File: src/rtl/nibble_sequence_detector_pkg.sv
// Shared types for the nibble sequence detector: nibble type, FSM state encoding
// (number of pattern nibbles matched so far) and the default pattern.
package seq_det_pkg;

  typedef logic [3:0] nibble_t;

  typedef enum logic [1:0] {
    S0 = 2'd0,
    S1 = 2'd1,
    S2 = 2'd2,
    S3 = 2'd3
  } det_state_t;

  localparam nibble_t DEF_PAT [4] = '{4'ha, 4'hb, 4'hc, 4'hd};

endpackage

File: src/rtl/nibble_sequence_detector_if.sv
// Bundle of the detector's stream input, flush control and status outputs.
// in_valid qualifies in_data on each rising clock edge; there is no back-pressure,
// so a nibble is consumed on every edge where in_valid=1 and in_data is ignored otherwise.
interface nibble_sequence_detector_if #(
  parameter int W     = 4,
  parameter int CNT_W = 8
);
  logic             in_valid;
  logic [W-1:0]     in_data;
  logic             clear;
  logic             match;
  logic [CNT_W-1:0] match_count;
  logic             count_sat;
  logic [1:0]       state;

  modport master (
    output in_valid, in_data, clear,
    input  match, match_count, count_sat, state
  );

  modport slave (
    input  in_valid, in_data, clear,
    output match, match_count, count_sat, state
  );
endinterface

File: src/rtl/nibble_sequence_detector_next_state.sv
// Combinational KMP-style transition: advance on the expected nibble, otherwise fall
// back to the longest pattern prefix that is a suffix of (matched prefix ++ in_data).
module seq_det_next_state
  import seq_det_pkg::*;
#(
  parameter int W = 4
) (
  input  det_state_t          i_state,
  input  logic [W-1:0]        i_data,
  input  logic [3:0][W-1:0]   i_pattern,
  output det_state_t          o_next_state,
  output logic                o_hit
);

  logic         w_found;
  logic         w_ok;
  logic [W-1:0] w_sym;

  always_comb begin
    o_next_state = S0;
    o_hit        = 1'b0;
    w_found      = 1'b0;
    w_ok         = 1'b0;
    w_sym        = '0;
    for (int k = 0; k < 4; k++) begin
      if (int'(i_state) == k) begin
        if (k < 3 && i_data == i_pattern[k]) begin
          o_next_state = det_state_t'(2'(k + 1));
        end else begin
          // A full match uses the same search: the longest proper border of the pattern.
          if (k == 3 && i_data == i_pattern[3]) o_hit = 1'b1;
          for (int j = k; j >= 1; j--) begin
            w_ok = 1'b1;
            for (int m = 0; m < j; m++) begin
              w_sym = (k + 1 - j + m == k) ? i_data : i_pattern[k + 1 - j + m];
              if (w_sym != i_pattern[m]) w_ok = 1'b0;
            end
            if (w_ok && !w_found) begin
              o_next_state = det_state_t'(2'(j));
              w_found      = 1'b1;
            end
          end
        end
      end
    end
  end

endmodule

File: src/rtl/nibble_sequence_detector.sv
// Detects a programmable 4-nibble pattern with overlap; registers a 1-cycle match
// pulse, a saturating match counter, a sticky saturation flag and the FSM state.
module nibble_sequence_detector
  import seq_det_pkg::*;
#(
  parameter int           W     = 4,
  parameter logic [W-1:0] PAT0  = DEF_PAT[0],
  parameter logic [W-1:0] PAT1  = DEF_PAT[1],
  parameter logic [W-1:0] PAT2  = DEF_PAT[2],
  parameter logic [W-1:0] PAT3  = DEF_PAT[3],
  parameter int           CNT_W = 8
) (
  input  logic                          clock,
  input  logic                          reset,
  nibble_sequence_detector_if.slave     bus
);

  localparam logic [3:0][W-1:0]  PATTERN  = {PAT3, PAT2, PAT1, PAT0};
  localparam logic [CNT_W-1:0]   CNT_MAX  = '1;
  localparam logic [CNT_W-1:0]   CNT_NEAR = CNT_MAX - CNT_W'(1);

  det_state_t       r_state;
  logic             r_match;
  logic [CNT_W-1:0] r_count;
  logic             r_sat;
  det_state_t       w_next_state;
  logic             w_hit;

  seq_det_next_state #(.W(W)) u_next_state (
    .i_state      (r_state),
    .i_data       (bus.in_data),
    .i_pattern    (PATTERN),
    .o_next_state (w_next_state),
    .o_hit        (w_hit)
  );

  // Clear outranks everything else on the edge, including a match completing there.
  always_ff @(posedge clock or posedge reset) begin
    if (reset) begin
      r_state <= S0;
      r_match <= 1'b0;
      r_count <= '0;
      r_sat   <= 1'b0;
    end else if (bus.clear) begin
      r_state <= S0;
      r_match <= 1'b0;
      r_count <= '0;
      r_sat   <= 1'b0;
    end else begin
      r_match <= 1'b0;
      if (bus.in_valid) begin
        r_state <= w_next_state;
        if (w_hit) begin
          r_match <= 1'b1;
          if (r_count != CNT_MAX) r_count <= r_count + CNT_W'(1);
          if (r_count >= CNT_NEAR) r_sat <= 1'b1;
        end
      end
    end
  end

  assign bus.match       = r_match;
  assign bus.match_count = r_count;
  assign bus.count_sat   = r_sat;
  assign bus.state       = r_state;

endmodule

File: src/flat_wrapper.sv
// flat-port wrapper written by rule: the top's interface ports become plain ports
module nibble_sequence_detector_flat import seq_det_pkg::*;
#(
  parameter int           W     = 4,
  parameter logic [W-1:0] PAT0  = DEF_PAT[0],
  parameter logic [W-1:0] PAT1  = DEF_PAT[1],
  parameter logic [W-1:0] PAT2  = DEF_PAT[2],
  parameter logic [W-1:0] PAT3  = DEF_PAT[3],
  parameter int           CNT_W = 8
)
  (clock, reset, bus_in_valid, bus_in_data, bus_clear, bus_match, bus_match_count, bus_count_sat, bus_state);
  nibble_sequence_detector_if #(.W(W), .CNT_W(CNT_W)) bus_i ();
  input  logic clock;
  input  logic reset;
  input wire logic [$bits(bus_i.in_valid)-1:0] bus_in_valid;
  input wire logic [$bits(bus_i.in_data)-1:0] bus_in_data;
  input wire logic [$bits(bus_i.clear)-1:0] bus_clear;
  output wire logic [$bits(bus_i.match)-1:0] bus_match;
  output wire logic [$bits(bus_i.match_count)-1:0] bus_match_count;
  output wire logic [$bits(bus_i.count_sat)-1:0] bus_count_sat;
  output wire logic [$bits(bus_i.state)-1:0] bus_state;
  assign bus_i.in_valid = bus_in_valid;
  assign bus_i.in_data = bus_in_data;
  assign bus_i.clear = bus_clear;
  assign bus_match = bus_i.match;
  assign bus_match_count = bus_i.match_count;
  assign bus_count_sat = bus_i.count_sat;
  assign bus_state = bus_i.state;
  nibble_sequence_detector #(.W(W), .PAT0(PAT0), .PAT1(PAT1), .PAT2(PAT2), .PAT3(PAT3), .CNT_W(CNT_W)) u_core (.clock(clock), .reset(reset), .bus(bus_i));
endmodule
File: config.mk
export PLATFORM = sky130hd
export DESIGN_NAME = nibble_sequence_detector_flat
export DESIGN_NICKNAME = d
export VERILOG_FILES = /design/src/rtl/nibble_sequence_detector_pkg.sv /design/src/rtl/nibble_sequence_detector_if.sv /design/src/rtl/nibble_sequence_detector_next_state.sv /design/src/rtl/nibble_sequence_detector.sv /design/src/flat_wrapper.sv
export SDC_FILE = /design/constraint.sdc
export NUM_CORES = 1
export LEC_CHECK = 0
export ABC_AREA = 1
export CORE_MARGIN = 3
export CORE_UTILIZATION = 54
export CTS_BUF_LIST = sky130_fd_sc_hd__clkbuf_8
export DETAILED_ROUTE_END_ITERATION = 12
export GPL_TIMING_DRIVEN = 0
export MAX_ROUTING_LAYER = met4
export PLACE_DENSITY = 0.87
export SYNTH_ARGS = -nofsm -noshare
export SYNTH_HDL_FRONTEND = slang
export SYNTH_SLANG_ARGS = --single-unit
File: constraint.sdc
create_clock -name clock -period 4.3 [get_ports clock]
set_clock_uncertainty 0.2 [all_clocks]
set_input_delay 1.29 -clock clock [delete_from_list [all_inputs] [get_ports clock]]
set_output_delay 1.29 -clock clock [all_outputs]
set_load 0.02 [all_outputs]
Word-level counts from Yosys, hierarchy flattened
Cells that the tools add are included.
{"block": "totals", "register_bits": 12, "latchBits": 0, "ram_bits": 0, "rom_bits": 0, "input_bits": 8, "out_inout_bits": 12, "elab_cells": 82, "memories": 0}
{"block": "op_classes", "n_addsub": 1, "multipliers": 0, "div_mod_pow": 0, "n_lt_le_gt_ge": 1, "eq_ne": 9, "n_shift": 0, "mux": 50, "n_bitwise": 0, "reduce_logical": 17}
{"op": "2-to-1 mux 1 bit", "count": 32}
{"op": "2-to-1 mux 8 bit", "count": 4}
{"op": "2-to-1 mux 2 bit", "count": 14}
{"op": "== test 4 bit, second input constant", "count": 4}
{"op": "adder 8 x 1 -> 8 bit, second input constant", "count": 1}
{"op": ">= comparator 8 bit, second input constant", "count": 1}
{"op": "inequality test 8 bit, second input constant", "count": 1}
{"op": "nonzero test 2 bit", "count": 4}
{"op": "AND reduction 3 bit", "count": 2}
{"op": "logical AND 1 bit", "count": 5}
{"op": "zero test 1 bit", "count": 5}
{"op": "== test 2 bit, second input constant", "count": 2}
{"op": "inequality test 4 bit, second input constant", "count": 1}
{"op": "== test 2 x 1 -> 1 bit, second input constant", "count": 1}
{"op": "zero test 2 bit", "count": 1}

Longest topological paths before layout
{"block": "logic_depth", "depth_word": 31, "ltp_mapped": 8, "mapped_depth_nobuf": 8}

Modules after synthesis
A second synthesis with hierarchy kept.
{"block": "hier_totals", "cells_unflattened": 174, "area_unflattened_um2": 1142.3}
{"mod": "nibble_sequence_detector", "n_inst": 1, "cells_per_inst": 92, "area_per_inst_um2": 701.9, "seq_area_each_um2": 300.3}
{"mod": "seq_det_next_state", "n_inst": 1, "cells_per_inst": 82, "area_per_inst_um2": 440.4, "seq_area_each_um2": 0.0}

Worst setup path after synthesis
No wires, ideal clock.
{"block": "synth_path", "path_kind": "input port to flip-flop", "from": "input bus_clear", "to": "register u_core.r_count[2] (netlist: u_core.bus.match_count[2])", "setup_time_ns": 0.074, "arrival_time_ns": 1.986, "required_ns": 4.026, "setup_slack_ns": 2.040, "path_stages": 7, "path_buffers": 2, "path_cell_list": "buf_2 -> nor2_1 -> inv_1 -> nand3_2 -> buf_6 -> nand2_1 -> o21ai_2"}
{"block": "synth_via", "elab_chain_len": 2, "word_cells_on_any_way": 5, "classes_between": "1 x mux; 4 x reduce/logical"}
{"element": "start, declared", "line_no": "flat_wrapper.sv:17", "text": "input wire logic [$bits(bus_i.clear)-1:0] bus_clear;"}
{"element": "nonzero test 2 bit (no line)"}
{"element": "AND reduction 3 bit (no line)"}
{"element": "end signal, assigned", "line_no": "nibble_sequence_detector.sv:55", "text": "if (r_count != CNT_MAX) r_count <= r_count + CNT_W'(1);"}
{"element": "end, declared", "line_no": "nibble_sequence_detector.sv:24", "text": "logic [CNT_W-1:0] r_count;"}
Parallel ways exist; a longest one is shown, timed or not.
A chain may end at the register's enable or synchronous reset.

Final worst setup path
{"block": "layout_path", "from": "register u_core.r_count[3] (netlist: u_core.bus.match_count[3])", "to": "output bus_match_count[3]"}
{"element": "end, declared", "line_no": "flat_wrapper.sv:19", "text": "output wire logic [$bits(bus_i.match_count)-1:0] bus_match_count;"}
No word-level cell between the ends.

==> summary.txt <==
Status
  • Status: finished, final reports clean

Yosys
  • Synth unique cells: 24
  • Synth top area share: 36.3%
  • Post-Synth Adder-Cell Area: 3.03%
  • Sequential fraction of the synthesis area: 36.3%
  • Syn nets: 133
  • Post-synth EDFFs: 0
  • Main area contributors after synthesis: dfrtp_1 (36%), nand2_1 (19%), nor2_1 (7.3%)
  • Top_reg_cell synth: dfrtp_1
  • Largest family of logic cells by synthesized area: simple AND/OR/NAND/NOR gates
  • Post-Synth Simple-Gate Area: 41.9%
  • Post-Synth XOR/XNOR Area: 1.06%
  • Synth warn: 0
  • Synthesized area: 827 µm²
  • Mux contribution to synthesized area: 0%
  • Cells after Synth: 123
  • Ys async rst share: 100%
  • Compound-Gate Fraction of Synth Area: 7.56%
  • Syn avg cell area: 6.72 µm²
  • Synthesized flop and latch total: 12
  • Synth area leader: dfrtp_1

Die
  • Initial Util: 60.5%
  • DIE HEIGHT: 45.1 µm
  • Die area: 0.00204 mm²
  • # IOs: 20
  • Width of the die: 45.1 µm
  • Core area: 0.00137 mm²
  • FP Rows: 13

Critical path
  • Stages on the worst setup path: 1
  • Reg2reg start: u_core.bus.match_count[1]
  • Path depth of the worst reg2reg path: 8
  • CP Launch Type: flop
  • Buf/Inv on CP: 1
  • Critical-path top delay cell: clkdlybuf4s50_1
  • WP data arrival: 1340 ps
  • Crit Path Class: flop to output port
  • Worst setup endpoint: bus_match_count[3]
  • R2R Setup Slk: 2580 ps
  • Crit Path Max Fanout: 6
  • WP data required: 2810 ps
  • CP cell instances: clkdlybuf4s50_1
  • Largest stage delay, worst path: 650 ps
  • Top delay family on crit path: buffers and inverters
  • Worst Setup SP: u_core.bus.match_count[3]
  • RR Endpoint: u_core.bus.match_count[3]
  • Crit. End Element: output port

Clocking
  • Clk slew on worst S/H paths: 50 ps
  • Clk Tree Root Cell: clkbuf_8
  • CTS Buf Count: 3
  • H-tree level count: 1
  • Clock Latency Late Sink: 240 ps
  • CTS Sinks: 12
  • Worst-case clock buffer depth: 2
  • CTS resizes: 0
  • Hold_buf cts: 0
  • Total setup buffers inserted after CTS: 0
  • CTS tree: done

Final layout
  • Area of the multi-input gates: 443 µm²
  • Final instance area: 0.00108 mm²
  • FILL cells: 103
  • Layout cell share with drive strength beyond 1: 13.1%
  • # nets final: 156
  • Register area: 300 µm²
  • Diode count: 0
  • Syn-to-layout area delta: 30.7%

Routing
  • DRT iter0 DRCs: 16
  • Avg Vias per Cell: 5.29
  • DR pass1 iterations: 4
  • Detailed Route WL: 1900 µm
  • DRC: 0
  • Total vias in the final route: 847
  • Antenna viol nets, final: 0
  • Routed wire per std cell: 11.9 µm

GRT
  • Largest net degree at the start of global routing: 13
  • GRT Util Overall: 23.9%
  • Initial antenna violation count: 0
  • Vias in the first global route: 796
  • Remaining Overflow, GRT: 0
  • First-pass GRT wire length: 3350 µm

Placed design
  • HPWL Detailed: 1420 µm
  • Routability cong.: 0.821
  • Placed Area: 0.00103 mm²
  • Buffers on Ports: 18

Timing
  • RSZ-0062 raised after global routing: no
  • Max-slew violations: 0
  • Worst-Margin Slew: 472 ps
  • Max Clk Rate: 0.354 GHz
  • Final period util: 65.8%
  • Fin Hold WS: 324 ps
  • Slew HR: 68.5%
  • Clock period minus worst slack: 2830 ps
  • Final hold vios: 0
  • Setup_tns: 0 ps
  • Final setup fails: 0

Power and ir drop
  • Pwr Total: 0.305 mW
  • PD cells: 282 mW/mm²
  • Leakage power: 0.494 nW
  • Max rail drop VDD: 0.263 mV

Job
  • MaxCap Viol Count: 0

Min path
  • Min-delay worst type: flop to flop
[where the power goes]
group | switching [mW] | leakage [nW] | total (mW) | internal (mW)
registers | 0.00645 | 0.166 | 0.124 | 0.117
logic | 0.0323 | 0.299 | 0.0561 | 0.0238
clock network | 0.0436 | 0.0288 | 0.125 | 0.0810
[cells in the final DEF (no fill, tap or decap), types with 2 or more instances in the layout]
cell type and instances:
nand3_1 11, o21ai_2 3, clkbuf_8 4, nor2_2 2, inv_2 3, nor2_1 16
nor3_1 3, clkdlybuf4s50_1 18, dfrtp_1 12, nand2_1 41, ha_1 2, inv_1 15
nand3_2 2
[through the flow]
step	setup WS, ps	util (%)	cells
floorplan	2040	-	123
global placement	1490	75.1	156
detailed placement	1450	75.1	156
CTS	1480	79.1	160
global route	1420	79.1	160
finish	1470	79.1	160
[cell type report]
cell class                 count  area share, %
timing repair buffer          18           16.7
sequential                    12           27.8
multi-input combinational     91           41.0
tap                           15           1.74
clock buffer                   4           5.09
buffer                         2           1.50
inverter                      18           6.25
[cell usage after synthesis (2+ instances only)]
master    n
nor2_2    2
dfrtp_1  12
inv_1    15
nor2_1   16
o21ai_2   3
nand2_1  41
ha_1      2
nor3_1    3
inv_2     3
nand3_1  11
nand3_2   2
[kinds of logic (layout without fill, tap and decap cells)]
group | Yosys count | after routing
adder cells (fa/ha/maj) | 2 | 2
buffers and inverters | 20 | 42
XOR/XNOR | 1 | 1
AND/OR/NAND/NOR | 79 | 79
AO/OA/AOI/OAI | 9 | 9
flip-flops | 12 | 12
[state kept, by name, summed over array words and instances, names as in the netlist]
register and flops:
u_core.bus.match 1, u_core.bus.match_count 8, u_core.bus.count_sat 1, u_core.bus.state 2
[worst min-delay path by stage]
stage                    startpoint                   end  slack, ps  cells past startpoint
2_1_floorplan  u_core.bus.count_sat  u_core.bus.count_sat        410                      2
3_5_place_dp   u_core.bus.count_sat  u_core.bus.count_sat        320                      2
3_3_place_gp   u_core.bus.count_sat  u_core.bus.count_sat        300                      2
6_report       u_core.bus.count_sat  u_core.bus.count_sat        320                      2
5_1_grt        u_core.bus.count_sat  u_core.bus.count_sat        350                      2
4_1_cts        u_core.bus.count_sat  u_core.bus.count_sat        330                      2
[routing by layer]
layer,wire [µm],vias to the layer above,track usage [%]
li1,-,427,-
met1,802,370,25.6
met2,915,41,40.1
met3,136,9,6.37
met4,43,0,12.3
met5,0,-,-
Note: power is estimated with default switching activity, not from simulation.
